===== config.mk =====
export PLATFORM = sky130hd
export DESIGN_NAME = ft_rf_copy_engine
export DESIGN_NICKNAME = d
export VERILOG_FILES = /design/src/rtl/ft_pkg.sv /design/src/rtl/ft_rf_copy_engine.sv
export SDC_FILE = /design/constraint.sdc
export NUM_CORES = 1
export LEC_CHECK = 0
export ABC_CLOCK_PERIOD_IN_PS = 4200
export BUFFER_PORTS_ARGS = -buffer_cell sky130_fd_sc_hd__buf_2
export CAP_MARGIN = 15
export CORE_MARGIN = 1.5
export CORE_UTILIZATION = 53
export CTS_BUF_LIST = sky130_fd_sc_hd__clkbuf_4 sky130_fd_sc_hd__clkbuf_8
export CTS_CLUSTER_DIAMETER = 100
export CTS_CLUSTER_SIZE = 20
export DETAILED_ROUTE_END_ITERATION = 8
export PLACE_DENSITY = 0.87
export SYNTH_ARGS = -nofsm -noshare
export SYNTH_HDL_FRONTEND = slang
export SYNTH_SLANG_ARGS = --single-unit
export TNS_END_PERCENT = 50

===== constraint.sdc =====
create_clock -name clk -period 4.2 [get_ports clk]
set_input_delay 0.84 -clock clk [delete_from_list [all_inputs] [get_ports clk]]
set_output_delay 0.84 -clock clk [all_outputs]
set_load 0.01 [all_outputs]

===== src/rtl/ft_pkg.sv =====
// Shared types and helpers for the fault-tolerant core's register-file copy engine.
package ft_pkg;

  typedef enum logic [1:0] {
    IDLE  = 2'd0,
    COPY  = 2'd1,
    DRAIN = 2'd2,
    DONE  = 2'd3
  } ft_copy_state_e;

  // Width of the GPR file index: RV32E has 16 registers, RV32I has 32.
  function automatic int unsigned rf_addr_width(input bit rv32e);
    return rv32e ? 32'd4 : 32'd5;
  endfunction

endpackage


===== src/rtl/ft_rf_copy_engine.sv =====
// Streams GPRs x1..x(NUM_WORDS-1) from a source read port into a destination
// write port, one register per cycle, through a single write pipeline stage.
module ft_rf_copy_engine
  import ft_pkg::*;
#(
  parameter bit          RV32E      = 1'b0,
  parameter int unsigned DATA_WIDTH = 32
) (
  input  logic                  clk,
  input  logic                  rst_n,
  input  logic                  start_i,
  input  logic                  abort_i,
  output logic                  busy_o,
  output logic                  done_o,
  output logic [4:0]            src_raddr_o,
  input  logic [DATA_WIDTH-1:0] src_rdata_i,
  output logic [4:0]            dst_waddr_o,
  output logic [DATA_WIDTH-1:0] dst_wdata_o,
  output logic                  dst_we_o
);

  localparam int unsigned ADDR_WIDTH = rf_addr_width(RV32E);
  localparam int unsigned NUM_WORDS  = 32'd1 << ADDR_WIDTH;
  localparam logic [4:0]  LAST_IDX   = 5'(NUM_WORDS - 32'd1);

  ft_copy_state_e        state_q, state_d;
  logic [4:0]            idx_q, idx_d;
  logic [4:0]            waddr_q, waddr_d;
  logic [DATA_WIDTH-1:0] wdata_q, wdata_d;
  logic                  we_q, we_d;

  always_ff @(posedge clk or negedge rst_n) begin
    if (!rst_n) begin
      state_q <= IDLE;
      idx_q   <= 5'd0;
      waddr_q <= 5'd0;
      wdata_q <= '0;
      we_q    <= 1'b0;
    end else begin
      state_q <= state_d;
      idx_q   <= idx_d;
      waddr_q <= waddr_d;
      wdata_q <= wdata_d;
      we_q    <= we_d;
    end
  end

  always_comb begin
    state_d = state_q;
    idx_d   = idx_q;
    waddr_d = waddr_q;
    wdata_d = wdata_q;
    we_d    = we_q;

    case (state_q)
      IDLE: begin
        if (start_i) begin
          state_d = COPY;
          idx_d   = 5'd1;
        end else begin
          idx_d   = 5'd0;
        end
      end
      COPY: begin
        wdata_d = src_rdata_i;
        waddr_d = idx_q;
        we_d    = 1'b1;
        // Park idx at 0 after the last read instead of letting it wrap.
        if (idx_q == LAST_IDX) begin
          state_d = DRAIN;
          idx_d   = 5'd0;
        end else begin
          idx_d   = idx_q + 5'd1;
        end
      end
      DRAIN: begin
        we_d    = 1'b0;
        state_d = DONE;
      end
      DONE: begin
        state_d = IDLE;
      end
      default: begin
        state_d = IDLE;
        idx_d   = 5'd0;
        we_d    = 1'b0;
      end
    endcase

    if (abort_i) begin
      state_d = IDLE;
      idx_d   = 5'd0;
      we_d    = 1'b0;
    end else begin
      state_d = state_d;
    end
  end

  // Outputs are flops or decodes of flops only; inputs never reach them combinationally.
  assign busy_o      = (state_q != IDLE);
  assign done_o      = (state_q == DONE);
  assign src_raddr_o = (state_q == COPY) ? idx_q : 5'd0;
  assign dst_waddr_o = waddr_q;
  assign dst_wdata_o = wdata_q;
  assign dst_we_o    = we_q;

endmodule


# --- Word level (Yosys, flattened, before mapping) ---
# Index checks and enable logic that the tools add are counted.
op_classes:
  add_sub_neg: 1
  n_eq_ne: 6
  mux: 11
  reduce_logical: 5
ops:
  columns: ["cell", "n"]
  rows:
  - ["$mux 5", 3]
  - ["$pmux 5 s2", 1]
  - ["$pmux 2 s4", 1]
  - ["$mux 2", 3]
  - ["$ne 3x3->1 const B", 2]
  - ["$reduce_bool 3->1", 2]
  - ["$add 5x1->5 const B", 1]
  - ["$eq 5x5->1 const B", 1]
  - ["$eq 2x2->1 const B", 2]
  - ["$eq 2x1->1 const B", 1]
  - ["$logic_not 2->1", 1]
  - ["$mux 1", 2]
  - ["$pmux 1 s2", 1]
  - ["$reduce_and 2->1", 1]
  - ["$reduce_bool 2->1", 1]
totals:
  regBits: 45
  input_bits: 36
  output_inout_bits: 45
  elab_cells: 28

# --- Logic depth before layout (Yosys ltp) ---
# Gate-level depths: netlist of the first run.
depth:
  ltp_word: 4
  ltp_mapped: 7
  mapped_depth_nobuf: 6

# --- Least setup slack after synthesis of the first run ---
# OpenSTA, ideal clock, no wires.
synth_timing:
  path_kind: "reg2out"
  from: "reg state_q[1]"
  to: "out src_raddr_o[0]"
  arrival_time_ps: 1073
  required_time_ps: 3360
  path_slack_ps: 2287
  stages_incl_launch_ff: 6
  n_path_buf: 2
  path_cell_list: "dfrtp_1 inv_1 ha_1 buf_4 buf_2 and2_1"
synth_via:
  elab_chain_cells: 2
synth_rtl:
  columns: ["element", "line_no", "rtl"]
  rows:
  - ["start, declared", "ft_rf_copy_engine.sv:26", "ft_copy_state_e state_q, state_d;"]
  - ["start signal, assigned", "ft_rf_copy_engine.sv:40", "state_q <= state_d;"]
  - ["$eq 2x1->1", "ft_rf_copy_engine.sv:102", "assign src_raddr_o = (state_q == COPY) ? idx_q : 5'd0;"]
  - ["$mux 5", "ft_rf_copy_engine.sv:102", null]
  - ["end, declared", "ft_rf_copy_engine.sv:15", "output logic [4:0] src_raddr_o,"]
# No other way between the ends.

# --- Worst setup path in the final report of the first run ---
layout_timing:
  from: "reg state_q[1]"
  to: "out src_raddr_o[1]"
# Same word-level chain as after synthesis.

==> results.md, run 1 <==
Logic synthesis:
- Synthesis produced 135 cells.
- Each instance of the synthesized netlist takes up on average 14.1 um2.
- When the netlist entered floorplanning its net count stood at 178.
- Yosys attributes the largest share of cell area to sky130_fd_sc_hd__dfrtp_1 59%, sky130_fd_sc_hd__mux2_2 22%, sky130_fd_sc_hd__ha_1 4.6%, sky130_fd_sc_hd__and2_1 1.6%, sky130_fd_sc_hd__a21oi_1 1.1%.
- In the synthesized netlist the dominant register cell turns out to be sky130_fd_sc_hd__dfrtp_1.
- The mapped netlist covers 1900 um2.
- The number of flops mapped to enable cells by yosys is 0.
- The share of synthesized area in the top cell type comes to 0.593.
- The number of synthesis warnings is 0.
- The post-synthesis cell type count is 27.
- The leading area contributor after synthesis is sky130_fd_sc_hd__dfrtp_1.
- Of all flip-flops after synthesis, the portion carrying an async set or reset was 1.00.
- Counting flops and latches in the post-synthesis netlist gives 45.
- Of the synthesized area, sequential elements account for 0.593.

Global routing:
- The final global-route overflow total is 0.
- The maximum number of pins on one net before global-route repair is 46.
- Across every metal layer, demand over resource in global routing totals 0.194.
- The number of global-route vias before repair is 1266.
- The first global-routing pass estimated 5880 um of wire.
- The number of antenna violations at the first check in global routing came to 0.

STA:
- The setup clock skew after layout is 0.00356 ns.
- The final hold slack is 0.512 ns.
- For the pin with the worst max-slew slack, the measured transition is 0.943 ns.
- The total of endpoints with negative setup slack in the final report is 0.
- The final critical-path share of the clock period is 0.607.
- The count of final hold-check violations came to 0.
- Setup repair after global routing left no endpoint under its margin.
- For the final routed database, the setup TNS stands at 0 ns.
- Counting I/O delays and the setup requirement, the final critical path takes 2.55 ns.
- Measured against its own limit, the worst slew margin works out to 0.372.
- The maximum clock frequency is 392 MHz.
- The final count of pins violating max slew came to 0.

Route:
- The mean routed wirelength per cell is 13.5 um.
- For this block, the routed nets add up to 3550 um of wire.
- For this block, the via count after detailed routing is 1290.
- The number of nets still failing antenna checks after routing is 0.
- The number of violations reported at the end of detailed-routing iteration 0 is 55.
- Using the TritonRoute via totals, the vias-per-cell ratio works out to 4.90.
- For this run, design rule violations remaining after detail routing come to 0.
- For this run, the detailed router's first-pass iteration total came to 3.

Critical path:
- The critical path is of the reg2out type.
- The launching instance or port of the critical path is state_q[1]$_DFFE_PN0P_.
- The worst setup path is captured at an output pin.
- STA classifies the critical path startpoint as a flip-flop.
- In this run the critical register-to-register path is launched from state_q[1]$_DFFE_PN0P_.
- The setup check on the worst reg-to-reg path leaves a slack of 2.02 ns.
- The most critical setup path has its endpoint at src_raddr_o[1].
- The critical path arrival is 1.71 ns.
- The data required time at the worst endpoint is 3.36 ns.
- The worst register-to-register path ends at idx_q[3]$_DFFE_PN0P_.
- In this run the worst path has a maximum fanout of 22.
- Measured in cells, the most critical reg-to-reg path has a length of 6.

Placement:
- During placement, the flow inserted port buffers numbering 80.
- Once detailed placement completed, the half-perimeter wirelength came to 2610 um.
- At the end of routability-driven placement, the weighted congestion stood at 0.769.

Floorplanning:
- Measured along the x axis, the die boundary spans 62.9 um.
- The total die area is 3950 um2.
- The core area is 3390 um2.
- The y dimension of the die is 62.9 um.
- The initial core utilization is 0.560.
- 81 I/O pins were placed.
- The number of standard-cell rows in the floorplan is 21.

CTS:
- The number of buffers added to fix hold violations after cts is 0.
- The post-CTS setup buffer count is 0.
- Clock tree synthesis found a total of 45 sinks.
- The TritonCTS clock tree is done.
- The latest clock arrival within the worst-skew pair is 0.34 ns.
- The root buffer cell chosen for the clock tree is sky130_fd_sc_hd__clkbuf_4.
- The total number of H-tree levels is 2.
- The clock-pin slew on the worst setup and hold paths is 0.11 ns.
- Post-CTS repair changed the size of 0 cells.
- TritonCTS created 5 clock buffers.
- No sink is reached through more buffers than the 2 on the longest clock path.

Layout:
- The layout-stage area growth over the synthesis result is 25.6%.
- The final layout contains 259 nets.
- The ratio of cells with drive above 1 in the final layout is 0.590.
- The antenna diode count is 0.

Pwr:
- The static leakage is 1.22 nW.
- The power per unit of standard cell area is 706 nW/um2.
- The worst-case IR drop observed on VDD is 0.000355 V.

Hold path:
- The path category of the worst min-delay check is reg2reg.

Flow run:
- Max-cap violations in this run came to 0.

Outcome:
- The flow ran to the end, and the final reports show no timing, DRC or antenna violations.
critical path: stages (launching register included):
cell and delay [ns]:
sky130_fd_sc_hd__dfrtp_1 0.44, sky130_fd_sc_hd__inv_1 0.13, sky130_fd_sc_hd__ha_2 0.48, sky130_fd_sc_hd__and2_1 0.20
sky130_fd_sc_hd__buf_2 0.12
cell type report:
class | count | area (um2)
Tap cell | 46 | 57.6
Fill cell | 256 | 1000
Timing Repair Buffer | 81 | 408
Multi-Input combinational cell | 80 | 722
Clock buffer | 8 | 60.1
Sequential cell | 45 | 1130
Inverter | 3 | 11.3
sequential cells by signal, summed over array words and instances, names as in the netlist:
register,cells
dst_waddr_o,5
dst_wdata_o,32
dst_we_o,1
idx_q,5
state_q,2
cell usage in the layout (no fill, tap or decap), types with 2 or more instances in the layout:
cell,synthesis,final
sky130_fd_sc_hd__clkbuf_4,0,8
sky130_fd_sc_hd__nand2b_1,2,2
sky130_fd_sc_hd__a21oi_1,4,4
sky130_fd_sc_hd__nand3_1,3,3
sky130_fd_sc_hd__nor2_1,5,5
sky130_fd_sc_hd__inv_1,3,3
sky130_fd_sc_hd__buf_2,4,80
sky130_fd_sc_hd__ha_1,7,6
sky130_fd_sc_hd__mux2_2,37,37
sky130_fd_sc_hd__nor3_1,2,2
sky130_fd_sc_hd__dfrtp_1,45,45
sky130_fd_sc_hd__nor3b_1,2,2
sky130_fd_sc_hd__o21ai_1,2,2
sky130_fd_sc_hd__and2_1,5,5
metrics by stage:
| stage | setup slack, ns | area, um2 | std cells | power, mW | util |
|---|---|---|---|---|---|
| 2_1_floorplan | 2.29 | 1900 | 135 | 1.23 | - |
| 3_3_place_gp | 2.09 | 2320 | 255 | 1.46 | 0.686 |
| 3_5_place_dp | 2.02 | 2320 | 255 | 1.49 | 0.686 |
| 4_1_cts | 1.63 | 2380 | 263 | 1.70 | 0.704 |
| 5_1_grt | 1.53 | 2380 | 263 | 1.81 | 0.704 |
| 6_report | 1.65 | 2380 | 263 | 1.68 | 0.704 |
kinds of logic after synthesis:
family	after synthesis	share of synthesized area
buffers and inverters	10	0.0283
flip-flops	45	0.593
adder cells (fa/ha/maj)	7	0.0461
AND/OR/NAND/NOR	26	0.0804
multiplexers	38	0.225
AO/OA/AOI/OAI	9	0.0277
cell usage after synthesis (2+ instances only):
master                     count
sky130_fd_sc_hd__a21oi_1       4
sky130_fd_sc_hd__and2_1        5
sky130_fd_sc_hd__buf_2         4
sky130_fd_sc_hd__dfrtp_1      45
sky130_fd_sc_hd__ha_1          7
sky130_fd_sc_hd__inv_1         3
sky130_fd_sc_hd__mux2_2       37
sky130_fd_sc_hd__nand2b_1      2
sky130_fd_sc_hd__nand3_1       3
sky130_fd_sc_hd__nor2_1        5
sky130_fd_sc_hd__nor3_1        2
sky130_fd_sc_hd__nor3b_1       2
sky130_fd_sc_hd__o21ai_1       2
worst min-delay path by stage:
stage / startpoint / endpoint / slack (ns) / cells after the start
6_report: dst_wdata_o[25]$_DFFE_PN0N_ / dst_wdata_o[25]$_DFFE_PN0N_ / 0.51 / 1
4_1_cts: dst_wdata_o[20]$_DFFE_PN0N_ / dst_wdata_o[20]$_DFFE_PN0N_ / 0.52 / 1
5_1_grt: dst_wdata_o[20]$_DFFE_PN0N_ / dst_wdata_o[20]$_DFFE_PN0N_ / 0.53 / 1
2_1_floorplan: idx_q[4]$_DFFE_PN0P_ / dst_waddr_o[4]$_DFFE_PN0N_ / 0.52 / 1
3_3_place_gp: dst_wdata_o[22]$_DFFE_PN0N_ / dst_wdata_o[22]$_DFFE_PN0N_ / 0.48 / 1
3_5_place_dp: dst_wdata_o[20]$_DFFE_PN0N_ / dst_wdata_o[20]$_DFFE_PN0N_ / 0.49 / 1
where the power goes:
group	internal (mW)	switching (mW)	total, mW
Sequential	0.618	0.0927	0.711
Clock	0.0863	0.123	0.209
Combinational	0.396	0.368	0.763
Total	1.10	0.583	1.68
routing by layer:
metal  track usage  routed length (um)
met2         0.332                1750
met4        0.0556                  36
met1         0.226                1540
met5             0                   0
met3        0.0757                 227
No activity file was read; power rests on OpenSTA's default activity.
==> run 2: changes to the inputs <==
--- a/config.mk
+++ b/config.mk
@@ -5,16 +5,16 @@
 export SDC_FILE = /design/constraint.sdc
 export NUM_CORES = 1
 export LEC_CHECK = 0
-export ABC_CLOCK_PERIOD_IN_PS = 4200
+export ABC_CLOCK_PERIOD_IN_PS = 2100
 export BUFFER_PORTS_ARGS = -buffer_cell sky130_fd_sc_hd__buf_2
 export CAP_MARGIN = 15
 export CORE_MARGIN = 1.5
-export CORE_UTILIZATION = 53
+export CORE_UTILIZATION = 44
 export CTS_BUF_LIST = sky130_fd_sc_hd__clkbuf_4 sky130_fd_sc_hd__clkbuf_8
 export CTS_CLUSTER_DIAMETER = 100
 export CTS_CLUSTER_SIZE = 20
 export DETAILED_ROUTE_END_ITERATION = 8
-export PLACE_DENSITY = 0.87
+export PLACE_DENSITY = 0.77
 export SYNTH_ARGS = -nofsm -noshare
 export SYNTH_HDL_FRONTEND = slang
 export SYNTH_SLANG_ARGS = --single-unit
==> constraint.sdc (replaced) <==
create_clock -name clk -period 2.1 [get_ports clk]
set_input_delay 0.42 -clock clk [delete_from_list [all_inputs] [get_ports clk]]
set_output_delay 0.42 -clock clk [all_outputs]
set_load 0.01 [all_outputs]
==> run 2 against run 1 <==
  * Critical path depth is the same
  * Worst hold slack got worse by 0.31 ns
  * Die area rose by 19%
  * Clock skew about the same
  * Count of clock-buffer cells in the layout shrank 1
  * First-iteration DRC count fell by 15%
  * Clock power increased to 2.5 times the previous value
==> results.md, run 2 (synthesized netlist as in run 1, its figures left out) <==
Floorplanning:
- The core area is 4090 um2.
- The floorplan step defined a die boundary enclosing 4720 um2.
- The initial core utilization is 0.465.
- The chip width is 68.7 um.
- Measured along the y axis, the die boundary spans 68.7 um.
- The boundary pin count is 81.
- The number of standard-cell rows in the floorplan is 23.

Critical path:
- For this design, the slowest cell found on the critical path is sky130_fd_sc_hd__dfrtp_1.
- The worst setup path is captured at an output pin.
- STA classifies the critical path startpoint as a flip-flop.
- The data required time at the worst endpoint is 1.68 ns.
- The critical path arrival is 1.45 ns.
- On the worst path, the slowest cell contributes a delay of 0.42 ns.
- In this run the worst path has a maximum fanout of 13.
- The critical path goes through inv_1 > ha_2 > and2_1 > buf_2.
- The worst setup path is of the reg2out kind.

Pwr:
- Dividing total power by cell area gives a power density of 1420 nW/um2.
- The static leakage is 1.24 nW.
- The worst voltage drop across the vdd grid is 0.000699 V.

Global routing:
- The number of global-route vias before repair is 1128.
- The first global-routing pass estimated 4890 um of wire.
- The overall track demand over capacity in global routing is 0.142.
- The number of antenna violations at the first check in global routing came to 0.
- Entering global routing, the biggest net connects 46 pins.
- Summed over all layers, the global routing overflow is 0.

Route:
- The mean routed wirelength per cell is 12.7 um.
- In this run, the number of DRC markers left after iteration 0 of detailed routing was 47.
- The first detailed-routing pass took 4 iterations.
- In the routed layout, each cell is associated on average with a via count of 4.82.
- The DRC violation count after routing is 0.
- The overall routed net length is 3420 um.
- The number of nets still failing antenna checks after routing is 0.
- Detailed routing inserted a total of 1291 vias.

Placement:
- Before CTS, the worst setup slack after placement is 0.294 ns.
- The number of port buffers is 80.
- Routability-driven placement finished with a final weighted congestion of 0.798.
- The HPWL after detailed placement is 2610 um.

STA:
- The worst pin sits at a relative slew slack of 0.634.
- The final critical-path share of the clock period is 0.893.
- After layout, the minimum clock period comes to 1.87 ns.
- Setup violations remaining at the end of the flow were counted as 0.
- The count of final hold-check violations is 0.
- The setup clock skew after layout is 0.00370 ns.
- In the final timing run, aggregate negative setup slack is 0 ns.
- The final count of pins violating max slew was 0.
- On the final layout, the worst hold slack is 0.202 ns.
- Setup repair after global routing left no endpoint under its margin.
- The maximum clock frequency is 533 MHz.
- The transition time at the pin with the least slew margin is 0.549 ns.
- In the post-route analysis, the smallest setup slack over all paths is 0.225 ns.

CTS:
- The total clock buffers created by CTS is 5.
- The number of buffers added to fix hold violations after cts is 0.
- The TritonCTS clock tree is done.
- The number of setup buffers added after CTS is 0.
- The clock-pin slew on the worst setup and hold paths is 0.08 ns.
- The number of gates given a new drive strength after cts is 0.
- The buffer type at the clock tree root is sky130_fd_sc_hd__clkbuf_8.
- The H-tree generated during clock tree synthesis spans 2 levels.
- The later pin in the worst-skew pair is clocked with a latency of 0.28 ns.
- The clock passes through at most 2 buffers.
- Clock tree synthesis found a total of 45 sinks.

Layout:
- The flip-flop count of the largest register after layout is 32.
- The antenna diode count is 0.
- The ratio of cells with drive above 1 in the final layout is 0.592.
- The final layout contains 261 nets.
- The most common cell after layout, fill and taps aside is sky130_fd_sc_hd__buf_2.
- The layout-stage area growth over the synthesis result is 28.9%.
- The library cells used most frequently in the layout, excluding fill and tap cells, are 80 x sky130_fd_sc_hd__buf_2, 45 x sky130_fd_sc_hd__dfrtp_1, 37 x sky130_fd_sc_hd__mux2_2.
- The number of filler cells placed in the layout is 339.
- At the end of the flow the core is filled with cells to 0.599.

Flow run:
- The number of max-cap violations is 0.

Hold path:
- The tightest min-delay check is of the in2async type.

Outcome:
- The flow ran to the end, and the final reports show no timing, DRC or antenna violations.
==> run 2: cell types whose count changed in the layout (fill, tap and decap cells not counted) <==
cell | before | now
sky130_fd_sc_hd__clkbuf_8 | 0 | 6
sky130_fd_sc_hd__clkbuf_4 | 8 | 1
sky130_fd_sc_hd__buf_12 | 0 | 1
sky130_fd_sc_hd__buf_4 | 1 | 2
==> run 2: layout make-up <==
type                       count  area (um2)  share of cell area
clock buffer                   7        90.1              0.0368
tap                           50        62.6              0.0256
multi-input combinational     80         722               0.295
sequential                    45        1130               0.460
timing repair buffer          83         435               0.178
inverter                       3        11.3             0.00460
==> run 2: path summary, 6_finish.rpt <==
path,start,to,slack [ns],depth (start not counted)
worst max-delay path,state_q[1]$_DFFE_PN0P_,src_raddr_o[4],0.23,4
max in group asynchronous,rst_n,state_q[0]$_DFFE_PN0P_,1.52,2
min in group clk,src_rdata_i[31],dst_wdata_o[31]$_DFFE_PN0N_,0.36,2
worst max register to register,idx_q[0]$_DFFE_PN0P_,idx_q[3]$_DFFE_PN0P_,0.28,6
worst min-delay path,rst_n,dst_wdata_o[4]$_DFFE_PN0N_,0.20,2
worst min register to register,dst_wdata_o[15]$_DFFE_PN0N_,dst_wdata_o[15]$_DFFE_PN0N_,0.50,1
==> run 2: through the flow <==
| stage | power (mW) | instances | instance area [um2] |
|---|---|---|---|
| after global placement | 2.97 | 261 | 2360 |
| final | 3.49 | 268 | 2450 |
| after detailed placement | 3.01 | 261 | 2360 |
| after floorplan | 2.46 | 135 | 1900 |
| after global routing | 3.76 | 268 | 2450 |
| after CTS | 3.55 | 268 | 2450 |
==> run 2: power breakdown <==
group          switching, mW  internal [mW]
logic                  0.722          0.821
clock network          0.255          0.274
registers              0.175           1.24
==> run 2: worst max-delay path: cells and delay by family, from the launching register on <==
family,cells,cell delay [ns]
fa+ha+maj,1,0.33
flops,1,0.42
simple gates,1,0.17
buf+inv,2,0.25
==> run 2: metal layers <==
layer,vias to the layer above,GRT usage,wire (um)
li1,632,-,-
met1,610,0.156,1370
met2,44,0.251,1770
met3,5,0.0455,231
met4,0,0.0588,42
met5,-,0,0
